File: src/rtl/dplca_txop_table_ctrl_pkg.sv
// DPLCA TXOP table package: claim encodings, table selectors and controller state codes.
// Revision: 1.0
`default_nettype none

package dplca_txop_table_ctrl_pkg;

   localparam int unsigned TXOP_ID_WIDTH    = 8;
   localparam int unsigned TXOP_TABLE_DEPTH = 256;

   localparam logic [1:0] CLAIM_SOFT = 2'b00;
   localparam logic [1:0] CLAIM_HARD = 2'b01;
   localparam logic [1:0] CLAIM_NONE = 2'b10;

   // Bit positions inside clr_sel
   localparam int unsigned CLAIM_TABLE     = 0;
   localparam int unsigned CLAIM_TABLE_NEW = 1;

   localparam logic [2:0] ST_IDLE     = 3'd0;
   localparam logic [2:0] ST_CLR_WALK = 3'd1;
   localparam logic [2:0] ST_AGE_WALK = 3'd2;
   localparam logic [2:0] ST_UPDATE   = 3'd3;
   localparam logic [2:0] ST_DONE     = 3'd4;

endpackage

`default_nettype wire

File: src/rtl/dplca_txop_table_store.sv
// Storage for the CLAIM and CLAIM_NEW tables: one write port per table, registered lookup.
// Revision: 1.0
`default_nettype none

module dplca_txop_table_store
   import dplca_txop_table_ctrl_pkg::*;
#(
   parameter int TABLE_DEPTH = 256,
   parameter int ID_WIDTH    = 8
) (
   input  logic                       clk,
   input  logic                       reset_n,
   input  logic                       claim_we,
   input  logic [ID_WIDTH-1:0]        claim_waddr,
   input  logic [1:0]                 claim_wdata,
   input  logic                       new_we,
   input  logic [ID_WIDTH-1:0]        new_waddr,
   input  logic [1:0]                 new_wdata,
   input  logic [ID_WIDTH-1:0]        new_rd_id,
   output logic [1:0]                 new_rd_data,
   input  logic [ID_WIDTH-1:0]        rd_id,
   output logic [1:0]                 rd_claim,
   output logic [2*TABLE_DEPTH-1:0]   claim_flat,
   output logic [2*TABLE_DEPTH-1:0]   new_flat
);

   logic [1:0] claim_mem [TABLE_DEPTH];
   logic [1:0] new_mem   [TABLE_DEPTH];

   // rd_claim samples before this cycle's write lands, giving read-before-write
   always_ff @(posedge clk or negedge reset_n) begin
      if (!reset_n) begin
         for (int i = 0; i < TABLE_DEPTH; i++) begin
            claim_mem[i] <= CLAIM_NONE;
            new_mem[i]   <= CLAIM_NONE;
         end
         rd_claim <= CLAIM_NONE;
      end else begin
         if (claim_we) claim_mem[claim_waddr] <= claim_wdata;
         if (new_we)   new_mem[new_waddr]     <= new_wdata;
         rd_claim <= claim_mem[rd_id];
      end
   end

   assign new_rd_data = new_mem[new_rd_id];

   for (genvar g = 0; g < TABLE_DEPTH; g++) begin : g_flat
      assign claim_flat[2*g +: 2] = claim_mem[g];
      assign new_flat[2*g +: 2]   = new_mem[g];
   end

endmodule

`default_nettype wire

File: src/rtl/dplca_txop_table_ctrl.sv
// DPLCA TXOP claim-table controller: arbitrates clear / age / update and walks tables one entry per cycle.
// Revision: 1.0
`default_nettype none

module dplca_txop_table_ctrl
   import dplca_txop_table_ctrl_pkg::*;
#(
   parameter int TABLE_DEPTH = 256,
   parameter int ID_WIDTH    = 8
) (
   input  logic                       clk,
   input  logic                       reset_n,
   input  logic                       clr_req,
   input  logic [1:0]                 clr_sel,
   input  logic                       age_req,
   input  logic                       upd_req,
   input  logic [ID_WIDTH-1:0]        upd_id,
   input  logic [1:0]                 upd_val,
   output logic                       req_ack,
   output logic                       op_done,
   output logic                       busy,
   input  logic [ID_WIDTH-1:0]        rd_id,
   output logic [1:0]                 rd_claim,
   output logic [2*TABLE_DEPTH-1:0]   claim_table_unpacked,
   output logic [2*TABLE_DEPTH-1:0]   claim_table_new_unpacked
);

   logic [2:0]          state;
   logic [2:0]          state_nxt;
   logic [ID_WIDTH-1:0] idx;
   logic [1:0]          op_sel;
   logic [ID_WIDTH-1:0] op_id;
   logic [1:0]          op_val;
   logic                idx_last;

   logic                claim_we;
   logic                new_we;
   logic [ID_WIDTH-1:0] waddr;
   logic [1:0]          claim_wdata;
   logic [1:0]          new_wdata;
   logic [1:0]          new_at_idx;

   assign idx_last = &idx;

   always_ff @(posedge clk or negedge reset_n) begin
      if (!reset_n) state <= ST_IDLE;
      else          state <= state_nxt;
   end

   // Operands are captured only for the request that wins arbitration
   always_ff @(posedge clk or negedge reset_n) begin
      if (!reset_n) begin
         idx    <= '0;
         op_sel <= '0;
         op_id  <= '0;
         op_val <= CLAIM_NONE;
      end else if (state == ST_IDLE) begin
         idx <= '0;
         if (clr_req) begin
            op_sel <= clr_sel;
         end else if (!age_req && upd_req) begin
            op_id  <= upd_id;
            op_val <= upd_val;
         end
      end else if (state == ST_CLR_WALK || state == ST_AGE_WALK) begin
         idx <= idx + 1'b1;
      end
   end

   always_comb begin
      state_nxt = state;
      case (state)
         ST_IDLE: begin
            if (clr_req)      state_nxt = ST_CLR_WALK;
            else if (age_req) state_nxt = ST_AGE_WALK;
            else if (upd_req) state_nxt = ST_UPDATE;
         end
         ST_CLR_WALK,
         ST_AGE_WALK: if (idx_last) state_nxt = ST_DONE;
         ST_UPDATE:   state_nxt = ST_DONE;
         ST_DONE:     state_nxt = ST_IDLE;
         default:     state_nxt = ST_IDLE;
      endcase
   end

   always_comb begin
      req_ack     = (state == ST_IDLE) && (clr_req || age_req || upd_req);
      op_done     = (state == ST_DONE);
      busy        = (state != ST_IDLE);
      claim_we    = 1'b0;
      new_we      = 1'b0;
      waddr       = idx;
      claim_wdata = CLAIM_NONE;
      new_wdata   = CLAIM_NONE;
      case (state)
         ST_CLR_WALK: begin
            claim_we = op_sel[CLAIM_TABLE];
            new_we   = op_sel[CLAIM_TABLE_NEW];
         end
         ST_AGE_WALK: begin
            claim_we    = 1'b1;
            new_we      = 1'b1;
            claim_wdata = new_at_idx;
         end
         ST_UPDATE: begin
            claim_we    = 1'b1;
            new_we      = 1'b1;
            waddr       = op_id;
            claim_wdata = op_val;
            new_wdata   = op_val;
         end
         default: ;
      endcase
   end

   dplca_txop_table_store #(
      .TABLE_DEPTH (TABLE_DEPTH),
      .ID_WIDTH    (ID_WIDTH)
   ) u_store (
      .clk         (clk),
      .reset_n     (reset_n),
      .claim_we    (claim_we),
      .claim_waddr (waddr),
      .claim_wdata (claim_wdata),
      .new_we      (new_we),
      .new_waddr   (waddr),
      .new_wdata   (new_wdata),
      .new_rd_id   (idx),
      .new_rd_data (new_at_idx),
      .rd_id       (rd_id),
      .rd_claim    (rd_claim),
      .claim_flat  (claim_table_unpacked),
      .new_flat    (claim_table_new_unpacked)
   );

endmodule

`default_nettype wire

File: config.mk
export PLATFORM = sky130hd
export DESIGN_NAME = dplca_txop_table_ctrl
export DESIGN_NICKNAME = d
export VERILOG_FILES = /design/src/rtl/dplca_txop_table_ctrl_pkg.sv /design/src/rtl/dplca_txop_table_store.sv /design/src/rtl/dplca_txop_table_ctrl.sv
export SDC_FILE = /design/constraint.sdc
export NUM_CORES = 2
export LEC_CHECK = 0
export CORE_AREA = 2 2 414 416
export DETAILED_ROUTE_END_ITERATION = 10
export DIE_AREA = 0 0 416 418
export GPL_TIMING_DRIVEN = 0
export PLACE_DENSITY = 0.56
export REMOVE_ABC_BUFFERS = 1
export SYNTH_ARGS = -nofsm -noshare
export SYNTH_HDL_FRONTEND = slang
export SYNTH_SLANG_ARGS = --single-unit
File: constraint.sdc
create_clock -name clk -period 3.4 [get_ports clk]
set_input_delay 0.85 -clock clk [delete_from_list [all_inputs] [get_ports clk]]
set_output_delay 0.85 -clock clk [all_outputs]
set_load 0.02 [all_outputs]
# Word-level counts from Yosys, hierarchy flattened
# Cells that the tools add are included.
op_classes:
  addsub: 1
  order_cmp: 4
  n_eq_ne: 6
  mux: 22
  n_bitwise: 4
  reduce_logical: 16
ops:
  columns: ["operator", "n"]
  rows:
  - ["$bwmux W512", 2]
  - ["$bmux W2 S8", 2]
  - ["$ge A9 B9 Y1 const B", 3]
  - ["$not A8 Y9", 3]
  - ["$mux W8", 3]
  - ["$demux W2 S8", 1]
  - ["$mux W2", 6]
  - ["$mux W3", 4]
  - ["$lt A9 B1 Y1 const B", 1]
  - ["$pmux W3 S3", 1]
  - ["$add A8 B1 Y8 const B", 1]
  - ["$reduce_and A8 Y1", 1]
  - ["$eq A3 B2 Y1 const B", 2]
  - ["$ne A4 B4 Y1 const B", 1]
  - ["$pmux W1 S2", 2]
  - ["$pmux W2 S2", 1]
  - ["$reduce_and A2 Y1", 2]
  - ["$reduce_or A2 Y1", 2]
  - ["$eq A3 B1 Y1 const B", 1]
  - ["$eq A3 B3 Y1 const B", 1]
  - ["$logic_and A1 B1 Y1", 3]
  - ["$logic_not A3 Y1", 1]
  - ["$logic_or A1 B1 Y1", 3]
  - ["$reduce_and A3 Y1", 1]
  - ["5 further kinds", 5]
word_totals:
  ff_bits: 1049
  in_bits: 25
  out_inout_bits: 1029
  elab_cells: 571

# Logic depth before layout (Yosys ltp)
depth:
  ltp_word: 8
  mapped_depth: 15
  depth_no_buf: 7

# By module
# Synthesis repeated with hierarchy kept, for this count alone.
hier_totals:
  cells_unflattened: 3785
  hier_area_um2: 50878.8
modules_own_cells:
  columns: ["module", "n_inst", "cells_per_inst", "area_per_inst_um2", "seq_area_each_um2"]
  rows:
  - ["dplca_txop_table_store", 1, 3665, 49595.1, 26316.5]
  - ["dplca_txop_table_ctrl", 1, 120, 1283.7, 576.8]

# Least setup slack after synthesis
# No wires, ideal clock.
synth_timing:
  path_kind: "input to register"
  startpoint: "input rd_id[0]"
  endpoint: "register u_store.rd_claim[0]"
  setup_ps: 127
  t_arrival_ps: 3304
  required_ps: 3273
  path_slack_ps: -32
  cell_stages: 8
  path_buffers: 2
  path_cell_list: "clkbuf_1 -> buf_1 -> mux4_2 -> mux4_2 -> a22oi_1 -> nand2_1 -> o21ai_0 -> a21oi_1"
synth_between:
  elab_chain_cells: 4
synth_rtl:
  columns: ["item", "line_no", "rtl"]
  rows:
  - ["start: declaration", "dplca_txop_table_ctrl.sv:22", "input logic [ID_WIDTH-1:0] rd_id,"]
  - ["$not A8 Y9 (not written as such)", "dplca_txop_table_store.sv:41", "rd_claim <= claim_mem[rd_id];"]
  - ["$bmux W2 S8", "dplca_txop_table_store.sv:41", null]
  - ["$mux W2 (not written as such) (2 in a row)", "dplca_txop_table_store.sv:41", null]
  - ["end signal: assignment", "dplca_txop_table_store.sv:41", null]
  - ["end: declaration", "dplca_txop_table_store.sv:22", "output logic [1:0] rd_claim,"]
# Every way passes these cells. The select of a mux whose other input is x is not followed.
# A chain may end at the register's enable or synchronous reset.

# Worst setup path in the final report
layout_timing:
  startpoint: "register idx[0]"
  endpoint: "register u_store.claim_mem (netlist bit u_store.claim_flat[95])"
layout_between:
  elab_chain_cells: 7
  elab_cells_between_ends: 13
  classes_between: "order compare: 2; mux: 8; bitwise: 2; reduce/logical: 1"
layout_rtl:
  columns: ["item", "line_no", "rtl"]
  rows:
  - ["start: declaration", "dplca_txop_table_ctrl.sv:30", "logic [ID_WIDTH-1:0] idx;"]
  - ["start signal: assignment", "dplca_txop_table_ctrl.sv:66", "idx <= idx + 1'b1;"]
  - ["parallel branches: the longest is 6 deep, another holds $not A8 Y9", null, null]
  - ["$bwmux W512 *", "dplca_txop_table_store.sv:39", "if (claim_we) claim_mem[claim_waddr] <= claim_wdata;"]
  - ["end signal: indexed assignment", "dplca_txop_table_store.sv:39", null]
  - ["end: declaration", "dplca_txop_table_store.sv:27", "logic [1:0] claim_mem [TABLE_DEPTH];"]
# Mark *: on every way between the ends. The select of a mux whose other input is x is not followed.

==> results by group <==
Cells and area
  • Area growth from synthesis to layout: 47.5%
  • Non-Filler Cell Area, Final: approximately 0.076 mm2
  • Most frequent cells in the layout: 1047 x clkdlybuf4s50_1, 832 x nor2_1, 615 x nand2_1
  • Share of layout cells above drive strength 1: 31.4%
  • Number of nets in the final layout: about 6k
  • Final design utilization: between 40 and 50%
  • Layout Cells excl Fill: around 8.4k
  • Most common library cell in the layout ignoring fill and taps: clkdlybuf4s50_1

Placed design
  • Pre-CTS worst setup slack: -1960 ps
  • Half-perimeter wire length of the detailed placement result: roughly 180000 um
  • Port Buf Inserts: between 1k and 1.5k
  • Routability congestion estimate from global placement: ~0.85
  • DP Area: approximately 0.066 mm2
  • Number of placed instances with taps included: between 7k and 8k

Clock tree
  • Number of sinks on the clock net: between 1k and 1.5k
  • Clock tree from TritonCTS: built
  • Clock insertion delay at the later pin of the skew report: 780 ps
  • Clock transition at the registers of the reported paths: 60 ps
  • Root Buffer: clkbuf_16
  • Max Buffers Root-to-Sink: 3
  • Total CTS buffers: 121
  • Htree depth: 3

Die
  • Number of top-level pins: approximately 1.1k
  • Vertical extent of the die: between 400 and 500 um
  • CORE AREA: between 0.15 and 0.2 mm2
  • Initial cell density of the core: between 30% and 40%
  • Chip Width: ~420 um
  • Die ar.: 0.174 mm2
  • Placement row count: between 150 and 200

Power and ir drop
  • Power per standard cell area: 540 mW/mm2
  • P_leak: around 28 nW
  • Worst IR Drop VDD: 0.457 mV
  • Final Total Pwr: between 40 and 50 mW

Routing
  • Total number of vias: roughly 48k
  • Routed via count divided by cell count: 5.69
  • Total iterations of the first detailed-routing run: 6
  • Remaining number of nets flagged by the antenna check after routing: 0
  • Drt total wl: between 200000 and 300000 um
  • DRC Markers: 0
  • Routed wire length per instance: approximately 32 um
  • Initial detailed-routing violation count: about 4.7k

Status
  • Failing checks: negative setup slack
  • Result of the run: complete, but fails checks

Worst setup path
  • Type of destination of the critical path: flop
  • Largest fanout on the critical path: 7
  • Critical Path Source Type: flop
  • Cell repeated most along the worst path: buf_12
  • Largest stage delay, worst path: around 540 ps
  • Data arrival at the endpoint of the critical path: about 4400 ps
  • Critical path type: flop to flop
  • Required time of the critical path: 4090 ps
  • Cell type of the slowest stage on the worst timing path: dfrtp_4
  • Critical Path, Cell by Cell: buf_12, buf_16, buf_6, mux4_2, o22ai_2, or4_4, a211oi_4, a32oi_4, buf_12, buf_12, buf_12, buf_12, buf_16, buf_12, buf_16, a21oi_2

Global route
  • Number of antenna violations at the first check in global routing: 12
  • Global-route wire length before repair: roughly 380000 um
  • Maximum number of pins on one net before global-route repair: around 180
  • Number of global-route vias before repair: approximately 47k
  • Total gr overflow: 0
  • GRT Resource Usage Total: 30.1%

STA
  • Final-report hold violation count: 0
  • Worst-margin pin slew: ~1100 ps
  • Final Max Slew Viols: 0
  • Final critical-path share of the clock period: 109%
  • Slack of the critical path: -310 ps
  • RSZ-0062 raised after global routing: true
  • Worst slew margin relative to its limit: 29.2%
  • Final Critical Period: 3710 ps
  • Layout Skew: about 76 ps
  • Maximum clock rate: about 270 MHz
  • Final count of negative-setup-slack endpoints: 471

Synth
  • Avg Cell Area, Syn: ~10 um2
  • Post-Syn Area: 0.0516 mm2
  • Cells after Synth: 4979
  • Synth warn: 0
  • Unique cell type count in the Yosys netlist: 50
  • Flip-flop and latch count after synthesis: around 1.0k
  • Async set-or-reset flop fraction in the synthesized netlist: 100%
  • Main flop type after synthesis: dfrtp_1
  • Post-synth EDFFs: 0
  • Share of synthesized area occupied by flip-flops and latches: between 50% and 60%

Hold path
  • Hold Crit Class: primary input to asynchronous set/reset pin

Job
  • Max-capacitance violation count: 0
## layer usage
metal	global-route usage [%]	up-vias	routed length [um]
met5	0	-	46
met4	16.5	6	18000
met1	35.5	24738	99000
met2	50.9	2450	132000
li1	-	20281	-
met3	6.64	572	20900
## report_power, final
group / switching [mW] / leakage [nW] / internal, mW
clock: 5.80 / 2.03 / 7.93
sequential: 0.649 / 12.7 / 13.2
combinational: 7.71 / 13.2 / 5.82
## sequential cells by signal, indices dropped and copies added (netlist names)
name / flops
u_store.new_flat: 512
state: 3
op_sel: 2
u_store.claim_flat: 512
op_id: 8
idx: 8
u_store.rd_claim: 2
op_val: 2
## path summary, 6_finish.rpt
kind / from / end / slack (ps) / depth (start not counted)
worst min-delay path: reset_n / u_store.new_flat[360] / 20 / 1
worst min register to register: u_store.new_flat[121] / u_store.new_flat[121] / 490 / 2
max in group asynchronous: reset_n / u_store.claim_flat[292] / 360 / 4
worst max-delay path: idx[0] / u_store.claim_flat[95] / -310 / 16
worst max register to register: idx[0] / u_store.claim_flat[95] / -310 / 16
min in group clk: u_store.new_flat[121] / u_store.new_flat[121] / 490 / 2
## timing repair
action | CTS | global route
cloned | 68 | 3
resized for setup | 498 | 105
hold buffers | 0 | 0
endpoints found under the setup margin | 1015 | 766
setup buffers | 147 | 27
pin swaps | 259 | 60
## cell type report
cell class | count | area [um2]
repair inverters | 1 | 5.00
multi-input cells | 3523 | 25300
clock buffers | 196 | 3630
fillers | 15437 | 93000
well taps | 2218 | 2780
diodes | 8 | 20.0
repair buffers | 1403 | 16800
inverters | 9 | 41.3
flip-flops and latches | 1049 | 26900
clock inverters | 33 | 520
## stage by stage
stage                     setup TNS [ps]  hold slack [ps]
after floorplan                        -              480
after global placement                 -              474
after detailed placement        -1247790              481
after CTS                        -112650             37.1
after global routing              -89970             53.7
final                             -64220             17.4
## critical path: cells and delay by family, from the launching register on
kind	cells	cell delay, ps
and+or+nand+nor	1	530
muxes	1	460
buffers and inverters	10	1400
DFF	1	540
AOI/OAI and AO/OA	4	710
## cells in the mapped netlist, drive strengths merged, types with 2 or more instances
master,count,share of area [%]
a211oi,10,0.15
a21o,2,0.029
a21oi,421,4.1
a221oi,3,0.051
a22oi,26,0.38
a31oi,160,1.9
a41oi,107,1.8
and2,13,0.16
and3b,2,0.034
buf,153,1.5
clkbuf,246,1.8
dfrtp,535,26
dfstp,514,26
inv,9,0.066
mux2,176,3.8
mux2i,33,0.64
mux4,284,12
nand2,645,4.7
nand2b,16,0.19
nand3,40,0.39
nand3b,5,0.073
nand4,16,0.19
nor2,843,6.1
nor2b,13,0.16
nor3,159,1.5
nor3b,2,0.029
nor4,3,0.036
o2111ai,2,0.034
o211ai,2,0.029
o21ai,490,4.8
o221ai,3,0.051
o22ai,17,0.21
o31ai,7,0.10
o41ai,2,0.034
or2,2,0.024
or3,3,0.036
or3b,3,0.051
or4,2,0.029
xor2,3,0.051
## kinds of logic after synthesis
group	count (synthesis)	share of synthesized area (%)
buffers and inverters	408	3.33
adder cells (fa/ha/maj)	1	0.0243
XOR/XNOR	4	0.0680
multiplexers	493	16.9
AND/OR/NAND/NOR	1767	13.8
AO/OA/AOI/OAI	1257	13.7
flip-flops	1049	52.2
Note: power is estimated with default switching activity, not from simulation.
